$ cat src/rtl/mem_arbiter.sv
// Single-port RAM arbiter between the icache (read-only) and the dcache (read/write).
// The grant is registered with data priority, an instruction starvation guard and an abort path.
module mem_arbiter #(
   parameter int unsigned MAXWAIT = 8,
   parameter int unsigned WORD_W  = 32
) (
   input  logic              CLK,
   input  logic              nRST,
   input  logic              iREN,
   input  logic [WORD_W-1:0] iaddr,
   output logic              iwait,
   output logic [WORD_W-1:0] iload,
   input  logic              dREN,
   input  logic              dWEN,
   input  logic [WORD_W-1:0] daddr,
   input  logic [WORD_W-1:0] dstore,
   output logic              dwait,
   output logic [WORD_W-1:0] dload,
   output logic              ramREN,
   output logic              ramWEN,
   output logic [WORD_W-1:0] ramaddr,
   output logic [WORD_W-1:0] ramstore,
   input  logic [WORD_W-1:0] ramload,
   input  logic [1:0]        ramstate,
   output logic              merr
);

   typedef enum logic [1:0] {IDLE = 2'd0, IGNT = 2'd1, DGNT = 2'd2} state_t;

   localparam logic [1:0] RAM_ACCESS = 2'd2;
   localparam logic [1:0] RAM_ERROR  = 2'd3;
   localparam logic [7:0] STARVE_MAX = 8'(MAXWAIT);

   state_t     state_q, state_d;
   logic [7:0] starve_q, starve_d;
   logic       ram_done;

   assign ram_done = (ramstate == RAM_ACCESS) || (ramstate == RAM_ERROR);

   always_ff @(posedge CLK or negedge nRST) begin
      if (!nRST) begin
         state_q  <= IDLE;
         starve_q <= '0;
      end else begin
         state_q  <= state_d;
         starve_q <= starve_d;
      end
   end

   always_comb begin
      state_d  = state_q;
      iwait    = 1'b1;
      dwait    = 1'b1;
      iload    = '0;
      dload    = '0;
      ramREN   = 1'b0;
      ramWEN   = 1'b0;
      ramaddr  = '0;
      ramstore = '0;
      merr     = 1'b0;
      case (state_q)
         IDLE: begin
            // A starved icache overrides the normal data priority.
            if ((starve_q == STARVE_MAX) && iREN) begin
               state_d = IGNT;
            end else if (dREN || dWEN) begin
               state_d = DGNT;
            end else if (iREN) begin
               state_d = IGNT;
            end
         end
         DGNT: begin
            if (!dREN && !dWEN) begin
               state_d = IDLE;
            end else begin
               ramREN   = dREN;
               ramWEN   = dWEN;
               ramaddr  = daddr;
               ramstore = dstore;
               if (ram_done) begin
                  dwait   = 1'b0;
                  dload   = ramload;
                  merr    = (ramstate == RAM_ERROR);
                  state_d = IDLE;
               end
            end
         end
         IGNT: begin
            if (!iREN) begin
               state_d = IDLE;
            end else begin
               ramREN  = 1'b1;
               ramaddr = iaddr;
               if (ram_done) begin
                  iwait   = 1'b0;
                  iload   = ramload;
                  merr    = (ramstate == RAM_ERROR);
                  state_d = IDLE;
               end
            end
         end
         default: state_d = IDLE;
      endcase
   end

   // Starvation counter: counts cycles the icache waits outside its grant.
   always_comb begin
      if (!iREN) begin
         starve_d = '0;
      end else if ((state_q != IGNT) && (state_d == IGNT)) begin
         starve_d = '0;
      end else if ((state_q != IGNT) && (starve_q < STARVE_MAX)) begin
         starve_d = starve_q + 8'd1;
      end else begin
         starve_d = starve_q;
      end
   end

endmodule
$ cat config.mk
export PLATFORM = sky130hd
export DESIGN_NAME = mem_arbiter
export DESIGN_NICKNAME = d
export VERILOG_FILES = /design/src/rtl/mem_arbiter.sv
export SDC_FILE = /design/constraint.sdc
export NUM_CORES = 1
export LEC_CHECK = 0
export BUFFER_PORTS_ARGS = -buffer_cell sky130_fd_sc_hd__buf_2
export CORE_AREA = 4 4 102 104
export CTS_CLUSTER_DIAMETER = 30
export DETAILED_ROUTE_END_ITERATION = 8
export DIE_AREA = 0 0 106 108
export GPL_ROUTABILITY_DRIVEN = 1
export MAX_ROUTING_LAYER = met4
export SYNTH_ARGS = -nofsm -noshare
export SYNTH_HDL_FRONTEND = slang
export SYNTH_SLANG_ARGS = --single-unit
$ cat constraint.sdc
create_clock -name CLK -period 3.8 [get_ports CLK]
set_clock_uncertainty 0.15 [all_clocks]
set_input_delay 0.19 -clock CLK [delete_from_list [all_inputs] [get_ports CLK]]
set_output_delay 0.19 -clock CLK [all_outputs]
set_load 0.02 [all_outputs]
**After elaboration in Yosys (flattened, before gate mapping)**

Cells that the tools add are included.

- Bits in read-only memories: 0
- Word-level logic and storage cells: 55
- Bits in latches: 0
- Output and inout bits: 133
- Bits in registers: 10
- Memories: 0
- Input port bits: 135
- Bits in writable memories: 0

- Divide/modulo/power cells: 0
- Bitwise operators: 0
- Add/subtract/negate cells: 1
- Magnitude comparators: 1
- Reduce and logical (&&, ||, !) cells: 9
- Muxes and demuxes: 34
- $mul: 0
- Shift-type cells: 0
- Equality and inequality tests: 8

Operators by type and width:

| kind | number |
|---|---|
| $mux W32 | 9 |
| $pmux W32 S2 | 1 |
| $mux W8 | 3 |
| $mux W1 | 12 |
| $mux W2 | 6 |
| $add A8 B1 Y8 const B | 1 |
| $eq A8 B4 Y1 const B | 1 |
| $lt A8 B4 Y1 const B | 1 |
| $eq A2 B2 Y1 const B | 3 |
| $pmux W2 S3 | 1 |
| $eq A2 B1 Y1 const B | 2 |
| $logic_and A1 B1 Y1 | 4 |
| $pmux W1 S2 | 2 |
| $ne A3 B1 Y1 const B | 1 |
| $logic_not A1 Y1 | 2 |
| $logic_not A2 Y1 | 1 |
| $logic_or A1 B1 Y1 | 2 |
| $ne A2 B1 Y1 const B | 1 |

**Logic depth before layout (Yosys ltp)**

- Depth after elaboration: 9
- Depth in mapped cells: 7
- Mapped depth without buffers: 6

**Worst setup path before layout**

No wires, ideal clock.

- Path type: register to output
- From: reg state_q[1]
- To: out ramaddr[13]
- Stages on the path, launching flop included: 8
- Slack: 1.476 ns
- Data arrival time: 1.984 ns
- Required time: 3.460 ns
- Buffers on the path: 2
- Path through: dfrtp_1 > inv_1 > ha_1 > and2_1 > clkbuf_1 > clkbuf_1 > a22oi_1 > nor2b_1

- Longest elaborated chain between the ends: 2
- Elaborated cells on any way between the ends: 3
- Classes of those cells: eq/ne: 2; mux: 1

RTL lines:

| element | line | text |
|---|---|---|
| start: declaration | 34 | `state_t state_q, state_d;` |
| start signal: assignment | 45 | `state_q <= state_d;` |
| $eq A2 B1 Y1 or $eq A2 B2 Y1 (tied branches) | 61 | `case (state_q)` |
| $pmux W32 S2 * | 61 |  |
| end: declaration | 21 | `output logic [WORD_W-1:0] ramaddr,` |

Mark *: on every way between the ends. The rest lies on a longest branch, timed or not.

**Worst setup path in the final report**

- From: reg state_q[1]
- To: out ramaddr[28]

Same word-level chain as after synthesis.

==> impl_results.md <==
- Die Width: 106 um
- Crit path cell chain: inv_1 -> ha_1 -> and2_2 -> buf_4 -> a22oi_1 -> nor2b_1 -> buf_2
- Number of gates resized after cts: 0
- Max incr delay on CP: 0.53 ns
- Post-CTS Setup Repair Bufs: 0
- Core region area: 9549 sq um
- Initial Util: 0.1906
- Actual slew at the worst max-slew pin: 0.9150 ns
- Count leader, synth: and3_1
- Grt total ovfl: 0
- Setup TNS Final: 0 ns
- Setup crit end: ramaddr[28]
- CP endpoint kind: output pin
- Reg2reg end: starve_q[1]
- Worst R2R Setup Slack: 1.70 ns
- Maximum VDD drop: 0.2229 mV
- Routed Antenna Nets: 0
- Min-delay worst type: in2reg
- CTS tree: built
- CTS max path bufs: 2
- Post-Layout Inst Area: 3283 sq um
- Area leader, netlist: and3_1
- Critical path buffer and inverter count: 3
- Post-synth top cells: 64 x and3_1, 34 x and2_1, 33 x nor2b_1, 32 x a22oi_1, 28 x clkbuf_1
- R2R cell count: 4
- Drt total wl: 10.25 mm
- Setup Crit Path Kind: reg2out
- Avg WL per Cell: 16.12 um
- PwrDens: 430.9 nW/um^2
- Cts hold-fix bufs: 1
- Fraction of registers with async set/reset: 1.000
- Main flop type after synthesis: dfrtp_1
- CP arrival: 2.55 ns
- IO Count: 268
- Tot Pwr: 1.415 mW
- Clock Sinks: 10
- I/O Buffers: 267
- Tcrit/Tclk final: 0.7600
- Critical path startpoint category: register
- Crit path depth: 7
- RSZ-0062 raised after global routing: false
- Required @ worst endpoint: 3.46 ns
- Ratio of cells with drive above 1 in the final layout: 0.5609
- Min Tclk post-route: 2.888 ns
- Gpl congestion: 0.7825
- Grt met2 use: 0.2195
- Antenna violations before repair: 2
- GR Layer Usage met3: 0.07463
- Drt pass-1 iters: 5
- Ys Warns: 0
- Area contributors post-synth: and3_1 22%, dfrtp_1 14%, a22oi_1 13%, and2_1 12%, nor2b_1 11%
- Final hold violation count: 0
- Area Growth Syn to Fin: 80.34%
- Register area share after synthesis: 0.1375
- #FFs+latches synth: 10
- Avg Synthesized Cell Area: 7.084 sq um
- Post-Syn Nets: 398
- Vias/cell: 4.525
- Post-synthesis instance total: 257
- All-Layer GR Usage: 0.1611
- Met1 usage: 0.2146
- Setup-failing EPs final: 0
- EDFF count, synth: 0
- Nets: 644
- Yosys cell types: 30
- Leakage: 2.139 nW
- Max-Cap Viols: 0
- Die footprint: 11450 sq um
- # DRC: 0
- Max_slew headroom: 0.3900
- Drt initial violations: 315
- Clock slew at reported path FFs: 0.04 ns
- Clk_lat worst skew: 0.23 ns
- Final Slew Violations: 0
- Largest net degree at the start of global routing: 70
- First-pass GRT wire length: 14.12 mm
- TritonCTS buffer count: 3
- CP startpoint: state_q[1]
- Outcome: finished, final reports clean
- R2R Path Start: starve_q[7]
- Placed inst area: 3227 sq um
- Site Rows: 36
- Hold slack: 0.1231 ns
- Crit path max-delay cell type: and2_2
- Root Driver: clkbuf_8
- Vias in the first global route: 2546
- DP HPWL: 8.566 mm
- Max Freq: 346.3 MHz
- Cell family with most CP delay: buffers and inverters
- CP max FO: 40
- Vias: 2878
- CTS H-tree depth: 1
- Busiest layer in global routing: met2
- Yosys top cell area share: 0.2199
- Die Span Y: 108 um
- Synthesized area: 1820 sq um
[per-layer routing]
metal,share of wire,routed length (um)
met2,0.42,4281
met3,0.15,1554
met1,0.41,4234
met4,0.018,182
met5,0,0
[how the worst min path moves through the flow]
stage               start           to  slack, ns  cells past startpoint
detailed placement   nRST  starve_q[5]      -0.09                      1
floorplan            nRST  starve_q[0]      -0.26                      0
global route         iREN  starve_q[6]       0.13                      3
global placement     nRST  starve_q[5]       -0.1                      1
CTS                  iREN  starve_q[4]       0.12                      3
finish               iREN  starve_q[5]       0.12                      3
[layout by cell type, fill, tap and decap left out, drive strengths merged, types with 4 or more instances in the layout]
| master | instances |
|---|---|
| ha | 6 |
| a211oi | 4 |
| buf | 270 |
| and2 | 34 |
| nor2 | 4 |
| and3 | 64 |
| a21oi | 7 |
| nand2 | 8 |
| nor2b | 33 |
| a22oi | 32 |
| dfrtp | 10 |
| inv | 6 |
[where the power goes]
group          internal (mW)  leakage (nW)  total (mW)  switching [mW]
logic                  0.436          1.98        1.17           0.734
clock network         0.0690        0.0216       0.106          0.0374
registers              0.123         0.135       0.138          0.0152
total                  0.628          2.14        1.41           0.787
[per-stage QoR]
step / util / worst slack, ns / cells
after floorplan: - / 1.476 / 257
after global placement: 0.3379 / 1.259 / 630
after detailed placement: 0.3379 / 1.126 / 630
after CTS: 0.3433 / 0.8687 / 634
after global routing: 0.3438 / 0.6795 / 636
final: 0.3438 / 0.9120 / 636
[sequential cells by signal (all words and copies together) (netlist names)]
register,flops
starve_q,8
state_q,2
[kinds of logic after synthesis]
group / synth area share
buf+inv: 0.08247
flops: 0.1375
simple gates: 0.5127
compound gates: 0.2110
xor+xnor: 0.009624
mux: 0.005499
fa+ha+maj: 0.04124
[worst min-delay path, stage by stage]
cell	delay (ns)
buf_2	0.16
nand2_1	0.08
a21oi_1	0.04
[cell type report]
type                       count  area, sq um
antenna                        2        5.005
inverter                       6        22.52
sequential                    10        250.2
multi-input combinational    211         1429
clock buffer                   3        41.29
tap                          133        166.4
timing repair buffer         271         1369
fill                        1057         6266
Note: power is estimated with default switching activity, not from simulation.
